### src/rtl/uart_pkg.sv
// Shared constants and state encodings for the MMIO UART.
package uart_pkg;

    localparam int unsigned OVERSAMPLE = 16;
    localparam int unsigned OS_W       = 4;
    localparam int unsigned DIV_W      = 8;
    localparam int unsigned DATA_W     = 8;

    localparam logic [1:0] REG_TXDATA = 2'd0;
    localparam logic [1:0] REG_RXDATA = 2'd1;
    localparam logic [1:0] REG_STATUS = 2'd2;
    localparam logic [1:0] REG_BAUD   = 2'd3;

    typedef enum logic [1:0] {
        TX_IDLE  = 2'd0,
        TX_START = 2'd1,
        TX_DATA  = 2'd2,
        TX_STOP  = 2'd3
    } tx_state_t;

    typedef enum logic [1:0] {
        RX_IDLE  = 2'd0,
        RX_START = 2'd1,
        RX_DATA  = 2'd2,
        RX_STOP  = 2'd3
    } rx_state_t;

endpackage

### src/rtl/uart_fifo.sv
// Synchronous FIFO with extra-MSB pointers; a pop frees room for a same-cycle push.
module uart_fifo #(
    parameter int unsigned WIDTH = 8,
    parameter int unsigned DEPTH = 4
) (
    input  logic             clk,
    input  logic             rst_n,
    input  logic             push,
    input  logic             pop,
    input  logic [WIDTH-1:0] din,
    output logic [WIDTH-1:0] dout,
    output logic             full,
    output logic             empty
);

    localparam int unsigned AW = $clog2(DEPTH);

    logic [AW:0]      wptr;
    logic [AW:0]      rptr;
    logic [WIDTH-1:0] mem [DEPTH];
    logic             do_pop;
    logic             do_push;

    assign empty   = (wptr == rptr);
    assign full    = (wptr[AW] != rptr[AW]) && (wptr[AW-1:0] == rptr[AW-1:0]);
    assign do_pop  = pop && !empty;
    assign do_push = push && (!full || do_pop);
    assign dout    = mem[rptr[AW-1:0]];

    // Pointer update
    always_ff @(posedge clk) begin
        if (!rst_n) begin
            wptr <= '0;
            rptr <= '0;
        end else begin
            if (do_push) wptr <= wptr + 1'b1;
            if (do_pop)  rptr <= rptr + 1'b1;
        end
    end

    // Storage write
    always_ff @(posedge clk) begin
        if (do_push) mem[wptr[AW-1:0]] <= din;
    end

endmodule

### src/rtl/uart_mmio.sv
// MMIO UART: register decode, baud tick, 8N1 TX/RX engines around two FIFOs.
module uart_mmio
    import uart_pkg::*;
#(
    parameter int unsigned DIV_DEFAULT = 27,
    parameter int unsigned FIFO_DEPTH  = 4,
    parameter int unsigned ADDR_W      = 16
) (
    input  logic              clk,
    input  logic              rst_n,
    input  logic [ADDR_W-1:0] address,
    input  logic [7:0]        w_data,
    input  logic              we,
    input  logic              re,
    output logic [7:0]        r_data,
    output logic              rx_empty,
    output logic              full,
    output logic              tx,
    input  logic              rx
);

    logic [1:0]       reg_sel;
    logic             unused_addr;
    logic [DIV_W-1:0] divisor, baud_cnt, baud_wdata;
    logic             tick, baud_we;
    logic             tx_push, tx_pop, tx_empty;
    logic [7:0]       tx_dout, rx_dout;
    logic             rx_push, rx_pop, rx_full;
    logic             ovr, ferr, ovr_set, ferr_set, status_clr, tx_busy;

    tx_state_t        tx_state, tx_state_n;
    logic [OS_W-1:0]  tx_cnt, tx_cnt_n;
    logic [2:0]       tx_bit, tx_bit_n;
    logic [7:0]       tx_shift, tx_shift_n;
    logic             tx_n;

    rx_state_t        rx_state, rx_state_n;
    logic [OS_W-1:0]  rx_cnt, rx_cnt_n;
    logic [2:0]       rx_bit, rx_bit_n;
    logic [7:0]       rx_shift, rx_shift_n;
    logic [1:0]       rx_sync;
    logic             rx_s;

    assign reg_sel     = address[3:2];
    assign unused_addr = &{1'b0, address[ADDR_W-1:4], address[1:0]};
    assign baud_we     = we && (reg_sel == REG_BAUD);
    assign baud_wdata  = (w_data == 8'd0) ? 8'd1 : w_data;
    assign tick        = (baud_cnt == '0);
    assign tx_push     = we && (reg_sel == REG_TXDATA) && !full;
    assign rx_pop      = re && (reg_sel == REG_RXDATA) && !rx_empty;
    assign status_clr  = re && (reg_sel == REG_STATUS);
    assign tx_busy     = (tx_state != TX_IDLE);
    assign rx_s        = rx_sync[1];

    uart_fifo #(.WIDTH(8), .DEPTH(FIFO_DEPTH)) u_tx_fifo (
        .clk(clk), .rst_n(rst_n), .push(tx_push), .pop(tx_pop), .din(w_data),
        .dout(tx_dout), .full(full), .empty(tx_empty)
    );

    uart_fifo #(.WIDTH(8), .DEPTH(FIFO_DEPTH)) u_rx_fifo (
        .clk(clk), .rst_n(rst_n), .push(rx_push), .pop(rx_pop), .din(rx_shift),
        .dout(rx_dout), .full(rx_full), .empty(rx_empty)
    );

    // Baud divisor and oversample tick counter; a BAUD write restarts the count
    always_ff @(posedge clk) begin
        if (!rst_n) begin
            divisor  <= DIV_W'(DIV_DEFAULT);
            baud_cnt <= DIV_W'(DIV_DEFAULT - 1);
        end else if (baud_we) begin
            divisor  <= baud_wdata;
            baud_cnt <= baud_wdata - 1'b1;
        end else if (tick) begin
            baud_cnt <= divisor - 1'b1;
        end else begin
            baud_cnt <= baud_cnt - 1'b1;
        end
    end

    // TX state register and registered serial output
    always_ff @(posedge clk) begin
        if (!rst_n) begin
            tx_state <= TX_IDLE;
            tx_cnt   <= '0;
            tx_bit   <= '0;
            tx_shift <= '0;
            tx       <= 1'b1;
        end else begin
            tx_state <= tx_state_n;
            tx_cnt   <= tx_cnt_n;
            tx_bit   <= tx_bit_n;
            tx_shift <= tx_shift_n;
            tx       <= tx_n;
        end
    end

    // TX next state; line level follows the state being entered
    always_comb begin
        tx_state_n = tx_state;
        tx_cnt_n   = tx_cnt;
        tx_bit_n   = tx_bit;
        tx_shift_n = tx_shift;
        tx_pop     = 1'b0;
        tx_n       = 1'b1;
        case (tx_state)
            TX_IDLE: if (tick && !tx_empty) begin
                tx_pop     = 1'b1;
                tx_shift_n = tx_dout;
                tx_cnt_n   = '0;
                tx_state_n = TX_START;
            end
            TX_START: if (tick) begin
                tx_cnt_n = tx_cnt + 1'b1;
                if (tx_cnt == OS_W'(OVERSAMPLE - 1)) begin
                    tx_bit_n   = '0;
                    tx_state_n = TX_DATA;
                end
            end
            TX_DATA: if (tick) begin
                tx_cnt_n = tx_cnt + 1'b1;
                if (tx_cnt == OS_W'(OVERSAMPLE - 1)) begin
                    tx_shift_n = {1'b0, tx_shift[7:1]};
                    tx_bit_n   = tx_bit + 1'b1;
                    if (tx_bit == 3'd7) tx_state_n = TX_STOP;
                end
            end
            TX_STOP: if (tick) begin
                tx_cnt_n = tx_cnt + 1'b1;
                if (tx_cnt == OS_W'(OVERSAMPLE - 1)) tx_state_n = TX_IDLE;
            end
            default: tx_state_n = TX_IDLE;
        endcase
        case (tx_state_n)
            TX_START: tx_n = 1'b0;
            TX_DATA:  tx_n = tx_shift_n[0];
            default:  tx_n = 1'b1;
        endcase
    end

    // RX synchronizer, state register and sticky error flags
    always_ff @(posedge clk) begin
        if (!rst_n) begin
            rx_sync  <= 2'b11;
            rx_state <= RX_IDLE;
            rx_cnt   <= '0;
            rx_bit   <= '0;
            rx_shift <= '0;
            ovr      <= 1'b0;
            ferr     <= 1'b0;
        end else begin
            rx_sync  <= {rx_sync[0], rx};
            rx_state <= rx_state_n;
            rx_cnt   <= rx_cnt_n;
            rx_bit   <= rx_bit_n;
            rx_shift <= rx_shift_n;
            ovr      <= ovr_set  | (ovr  & ~status_clr);
            ferr     <= ferr_set | (ferr & ~status_clr);
        end
    end

    // RX next state: mid-bit sampling, stop-bit check and FIFO push
    always_comb begin
        rx_state_n = rx_state;
        rx_cnt_n   = rx_cnt;
        rx_bit_n   = rx_bit;
        rx_shift_n = rx_shift;
        rx_push    = 1'b0;
        ovr_set    = 1'b0;
        ferr_set   = 1'b0;
        case (rx_state)
            RX_IDLE: if (tick && !rx_s) begin
                rx_cnt_n   = '0;
                rx_state_n = RX_START;
            end
            RX_START: if (tick) begin
                rx_cnt_n = rx_cnt + 1'b1;
                if (rx_cnt == OS_W'(OVERSAMPLE / 2 - 1)) begin
                    rx_cnt_n   = '0;
                    rx_bit_n   = '0;
                    rx_state_n = rx_s ? RX_IDLE : RX_DATA;
                end
            end
            RX_DATA: if (tick) begin
                rx_cnt_n = rx_cnt + 1'b1;
                if (rx_cnt == OS_W'(OVERSAMPLE - 1)) begin
                    rx_shift_n = {rx_s, rx_shift[7:1]};
                    rx_bit_n   = rx_bit + 1'b1;
                    if (rx_bit == 3'd7) rx_state_n = RX_STOP;
                end
            end
            RX_STOP: if (tick) begin
                rx_cnt_n = rx_cnt + 1'b1;
                if (rx_cnt == OS_W'(OVERSAMPLE - 1)) begin
                    rx_state_n = RX_IDLE;
                    if (!rx_s)                  ferr_set = 1'b1;
                    else if (rx_full && !rx_pop) ovr_set  = 1'b1;
                    else                        rx_push  = 1'b1;
                end
            end
            default: rx_state_n = RX_IDLE;
        endcase
    end

    // Register read mux
    always_comb begin
        r_data = 8'h00;
        case (reg_sel)
            REG_RXDATA: r_data = rx_empty ? 8'h00 : rx_dout;
            REG_STATUS: r_data = {3'b000, ferr, ovr, tx_busy, full, rx_empty};
            REG_BAUD:   r_data = divisor;
            default:    r_data = 8'h00;
        endcase
    end

endmodule

### config.mk
export PLATFORM = sky130hd
export DESIGN_NAME = uart_mmio
export DESIGN_NICKNAME = d
export VERILOG_FILES = /design/src/rtl/uart_pkg.sv /design/src/rtl/uart_fifo.sv /design/src/rtl/uart_mmio.sv
export SDC_FILE = /design/constraint.sdc
export NUM_CORES = 1
export LEC_CHECK = 0
export CAP_MARGIN = 10
export CORE_MARGIN = 2
export CORE_UTILIZATION = 36
export DETAILED_ROUTE_END_ITERATION = 10
export GPL_ROUTABILITY_DRIVEN = 0
export SLEW_MARGIN = 15
export SYNTH_ARGS = -nofsm -noshare
export SYNTH_HDL_FRONTEND = slang
export SYNTH_SLANG_ARGS = --single-unit
### constraint.sdc
create_clock -name clk -period 2.4 [get_ports clk]
set_input_delay 0.24 -clock clk [delete_from_list [all_inputs] [get_ports clk]]
set_output_delay 0.24 -clock clk [all_outputs]
set_load 0.02 [all_outputs]
After elaboration in Yosys (flattened, before gate mapping). Memory sizes are Yosys's and may differ from the RTL's. A register that Yosys moved wholly into a read port is not among the register bits. Cells that the tools add are included.

Output and inout port bits: 11. Memories: 2. Input port bits: 29. Bits in registers: 67. Logic and storage cells: 186. RAM bits: 64.

Memory list: u_rx_fifo.mem (words 4, bits a word 8, read ports 1, clocked after Yosys merged registers in 1, write ports 1, line uart_fifo.sv:20) `logic [WIDTH-1:0] mem [DEPTH];`; u_tx_fifo.mem (words 4, bits a word 8, read ports 1, clocked after Yosys merged registers in 1, write ports 1, line uart_fifo.sv:20).

Add/sub/neg operators: 11. Equal/unequal tests: 37. Multiplexer cells: 71. Reduce and logical (&&, ||, !) cells: 41. Bitwise logic cells: 5.

Operators by type and width (number): 8-bit two-way mux (7); 2-bit two-way mux (21); 2-bit != test, second input constant (13); 3-bit two-way mux (8); 4-bit two-way mux (6); 8-bit case mux with 3 select lines (1); 8-bit by 1-bit subtractor with 8-bit output, second input constant (3); 1-bit two-way mux (20); 3-bit by 1-bit adder with 3-bit output, second input constant (6); 8-bit logical NOT (2); 2-bit case mux with 4 select lines (2); 8-bit case mux with 2 select lines (1); 1-bit logical AND (15); 2-bit equality test, second input constant (7); 3-bit case mux with 2 select lines (2); 4-bit case mux with 3 select lines (1); 5-bit AND reduction (2); 4-bit by 1-bit adder with 4-bit output, second input constant (2); 2-bit by 1-bit equality test with 1-bit output, second input constant (4); 4-bit equality test, second input constant (2); 4-bit case mux with 2 select lines (1); 8-bit AND reduction (1); 2-bit nonzero test (4); 3-bit equality test (2); other kinds (17) (32).

Depth between registers and ports, before layout. Gate-level depths: netlist of run 1.

Word-level depth: 13. Depth in mapped cells: 9. Depth with buffers taken out: 7.

By module. A second synthesis of run 1 with hierarchy kept.

Cell total of the unflattened synthesis: 534. Area total of the unflattened synthesis: 6062.1 um2.

By module, submodules not included: uart_fifo (area an instance 1671.6 um2, instances 2, cells an instance 96, seq. area each 1121.1 um2); uart_mmio (area an instance 2718.9 um2, instances 1, cells an instance 342, seq. area each 1101.1 um2).

Least setup slack after synthesis of run 1. Ideal clock, no wire load.

Path type: flip-flop to flip-flop. Start: register baud_cnt[5]. End: memory u_rx_fifo.mem[0][0], enable pin. Arrival time: 1896 ps. Cell stages (with the launch flop): 7. Setup slack: 172 ps. Period minus slack after synthesis: 2228 ps. Library setup time: 332 ps. Path through: dfxtp_1 -> nor4_4 -> and2_1 -> buf_2 -> nand4_1 -> nor3b_2 -> and2_1.

Longest elaborated chain between the ends: 6.

Ends and longest elaborated chain: start, declared (line uart_mmio.sv:24) `logic [DIV_W-1:0] divisor, baud_cnt, baud_wdata;`; start signal, assigned (line uart_mmio.sv:69) `baud_cnt <= DIV_W'(DIV_DEFAULT - 1);`; start signal, assigned (line uart_mmio.sv:72) `baud_cnt <= baud_wdata - 1'b1;`; start signal, assigned (line uart_mmio.sv:74) `baud_cnt <= divisor - 1'b1;`; 8-bit logical NOT (line uart_mmio.sv:48) `assign tick = (baud_cnt == '0);`; 1-bit two-way mux (line uart_mmio.sv:191) `RX_STOP: if (tick) begin`; 1-bit two-way mux (line uart_mmio.sv:170) `case (rx_state)`; 1-bit logical AND (line uart_fifo.sv:27) `assign do_push = push && (!full || do_pop);`; 1-bit two-way mux (line uart_fifo.sv:43) `if (do_push) mem[wptr[AW-1:0]] <= din;`; 1-bit two-way mux (implied by the code) (line uart_fifo.sv:43); end, declared (line uart_fifo.sv:20).

Every way passes these cells.

==> results.md, run 1 <==
- Status: finished clean
- Worst Path Required: 2.16 ns
- Leak: 2.70 nW
- Count of flip-flops with a built-in enable after synthesis: 64
- Port-buffer cells: 25
- Die Width: 132 um
- Setup ws final: 0.132 ns
- CP max stage cell: mux4_2
- Setup TNS: 0 ns
- CTS Buffer Depth: 2
- DR iter-0 viols: 183
- Share of layout cells above drive strength 1: 21.4%
- Netlist Area Pre-Place: 5900 um2
- Seq cells post-synth: 135
- Core Rows: 46
- XOR/XNOR Fraction of Synth Area: 2.52%
- Final core occ: 46.5%
- N_diodes: 0
- CTS H-tree depth: 4
- Ys async rst share: 0%
- Vias in the first global route: 4126
- Main combinational cell family by area after synthesis: simple AND/OR/NAND/NOR gates
- Max incr delay on CP: 0.49 ns
- Tot GR Track Use: 16.1%
- Commonest non-fill, non-tap cell in the layout: dfxtp_1
- Pwr/cell area: 731 nW/um2
- DRT Pass-1 Iters: 5
- HPWL Detailed: 9390 um
- CTS tree: built
- Area of the core: 15900 um2
- Endpoint class of the critical path: output pin
- TritonCTS buffer count: 17
- Wire length per cell: 16.1 um
- Most frequent cells in the layout: dfxtp_1, edfxtp_1, buf_4
- Critical path class: reg -> out
- Synth unique cells: 58
- Tmin final: 2.27 ns
- DIE AREA: 17400 um2
- Main flop type after synthesis: dfxtp_1
- Design Power: 5.41 mW
- Post-synthesis mux area share: 9.18%
- Syn Nets: 556
- Via-to-Cell Ratio: 5.09
- WP data arrival: 2.03 ns
- Fin nets: 635
- Largest net degree at the start of global routing: 36
- Synthesis Warnings: 0
- Grt ovf: 0
- Die height: 132 um
- Seq/Total Area, Yosys: 56.6%
- CP Max Fanout: 8
- Clock Sinks: 135
- Simple-Gate Fraction of Synth Area: 16.4%
- Critical path buffer and inverter count: 2
- Worst Hold Class: in -> reg
- Routed vias: 4163
- Compound-Gate Fraction of Synth Area: 9.60%
- Max-slew violation count: 0
- Synth Instances: 510
- Initial antenna violation count: 0
- Maxcap violations: 0
- Reg clk slew, reported paths: 0.06 ns
- Mean Syn Cell Area: 11.6 um2
- DR DRC count: 0
- Clk root buf: clkbuf_16
- Crit-path cells: buf_12, mux4_2, nor3b_1, a21oi_1, nor2b_1, clkdlybuf4s15_1
- Final setup violation count: 0
- RSZ-0062 raised after global routing: false
- Area share of fa/ha/maj cells after synthesis: 3.60%
- Layout area overhead: 25.5%
- Hold_ws: 0.376 ns
- Clock skew: 0.00906 ns
- Final ANT Viol Nets: 0
- Max Fclk: 0.441 GHz
- Hold Fails Final Rpt: 0
- Final period util: 94.5%
- Pre-CTS WS: -0.235 ns
- I/O pin cnt: 40
- VDD IR max: 0.626 mV
- Worst slew pin tran: 0.498 ns
- Drt total wl: 13200 um
- Startpoint types: flip-flop
- Global-route wire length before repair: 21500 um
- Clk Latency, worst-skew pair: 0.42 ns
- Initial core utilization: 37.0%
- Slew Limit Headroom: 66.7%
- Top delay family on crit path: multiplexers
sequential cells by signal (all words and copies together) (netlist names), 4 cells and up, named ones only:
signal and flops:
u_rx_fifo.mem 32, u_tx_fifo.mem 32, baud_cnt 8, divisor 8
rx_shift 8, tx_shift 8, rx_cnt 4, tx_cnt 4
per-layer routing:
| metal | routed length (um) | vias to the layer above | track usage (%) |
|---|---|---|---|
| met1 | 5780 | 2016 | 19.9 |
| met4 | 170 | 0 | 6.04 |
| met2 | 6620 | 103 | 26.4 |
| met3 | 605 | 19 | 4.92 |
| met5 | 0 | - | 0 |
| li1 | - | 2025 | - |
path summary, 6_finish.rpt:
check	start	to	slack (ns)	cells past startpoint
hold reg to reg	rx_sync[0]$_SDFF_PN1_	rx_sync[1]$_SDFF_PN1_	0.43	1
setup reg to reg	baud_cnt[5]$_SDFF_PN0_	u_rx_fifo.mem[2][7]$_DFFE_PP_	0.16	5
hold / removal	rx	rx_sync[0]$_SDFF_PN1_	0.38	2
setup / recovery	flip-flop	r_data[7]	0.13	6
synth_stat cells, types with 2 or more instances:
| master | instances | area share (%) |
|---|---|---|
| edfxtp_1 | 64 | 33 |
| mux4_2 | 16 | 6.1 |
| o21a_1 | 2 | 0.25 |
| or2_2 | 2 | 0.21 |
| nand2_1 | 48 | 3.1 |
| nor2_1 | 54 | 3.4 |
| nor4_1 | 4 | 0.42 |
| ha_1 | 17 | 3.6 |
| a22oi_1 | 8 | 1.0 |
| mux2i_1 | 17 | 2.9 |
| nand4_1 | 2 | 0.21 |
| a211oi_1 | 2 | 0.25 |
| xnor2_1 | 11 | 1.6 |
| nand3_1 | 11 | 0.93 |
| dfxtp_1 | 71 | 24 |
| nor4b_1 | 2 | 0.30 |
| a21oi_1 | 34 | 2.9 |
| a22o_1 | 5 | 0.74 |
| nor3b_1 | 6 | 0.76 |
| buf_1 | 5 | 0.32 |
| and3_1 | 5 | 0.53 |
| nor2b_1 | 6 | 0.64 |
| and2_1 | 11 | 1.2 |
| nand3b_1 | 3 | 0.38 |
| buf_2 | 2 | 0.17 |
| o21ai_1 | 2 | 0.17 |
| nor3_1 | 8 | 0.68 |
| a211o_1 | 2 | 0.30 |
| a31oi_1 | 3 | 0.32 |
| o21ai_0 | 21 | 1.8 |
| nand2b_1 | 9 | 0.95 |
| clkbuf_1 | 17 | 1.1 |
| o211ai_1 | 3 | 0.38 |
| inv_1 | 5 | 0.32 |
| xor2_1 | 6 | 0.89 |
| and3b_1 | 4 | 0.59 |
final cells by class:
cell class | instances | area, um2
clock buffer | 19 | 443
inverter | 5 | 18.8
clock inverter | 13 | 170
tap | 216 | 270
fill | 1434 | 8540
timing repair buffer | 85 | 714
multi-input combinational | 345 | 2450
sequential | 135 | 3340
timing repair:
| action | in CTS | in global routing |
|---|---|---|
| buffers inserted | 0 | 1 |
| endpoints found under the setup margin | 10 | 9 |
| pin swaps | 0 | 2 |
| gates resized for setup | 22 | 10 |
| cloned | 0 | 0 |
| hold buffers | 0 | 0 |
through the flow:
stage,area [um2],instances
global placement,6810,785
floorplan,5900,510
detailed placement,6810,785
CTS,7420,817
global route,7410,818
finish,7410,818
worst register-to-register path: cells and delay by family, from the launching register on:
kind | cells | cell delay, ns
AND/OR/NAND/NOR | 5 | 1.54
flip-flops | 1 | 0.35
kinds of logic after synthesis:
family | after synthesis
compound gates | 92
xor+xnor | 17
flops | 135
mux | 34
buf+inv | 30
simple gates | 185
fa+ha+maj | 17
where the power goes:
group | switching (mW) | total, mW | internal (mW)
sequential | 0.0311 | 2.46 | 2.43
clock | 0.990 | 2.66 | 1.67
combinational | 0.152 | 0.290 | 0.137
No activity file was read; power rests on OpenSTA's default activity.
==> run 2: changes to the inputs <==
ABC_CLOCK_PERIOD_IN_PS = 2400   (was unset)
==> results of run 2 <==
Same layout as run 1: the final DEF is identical, and so are final timing and power.
==> run 3: changes to the inputs <==
CAP_MARGIN = 20   (was 10)
==> results of run 3 <==
Same layout as run 1: the final DEF is identical, and so are final timing and power.
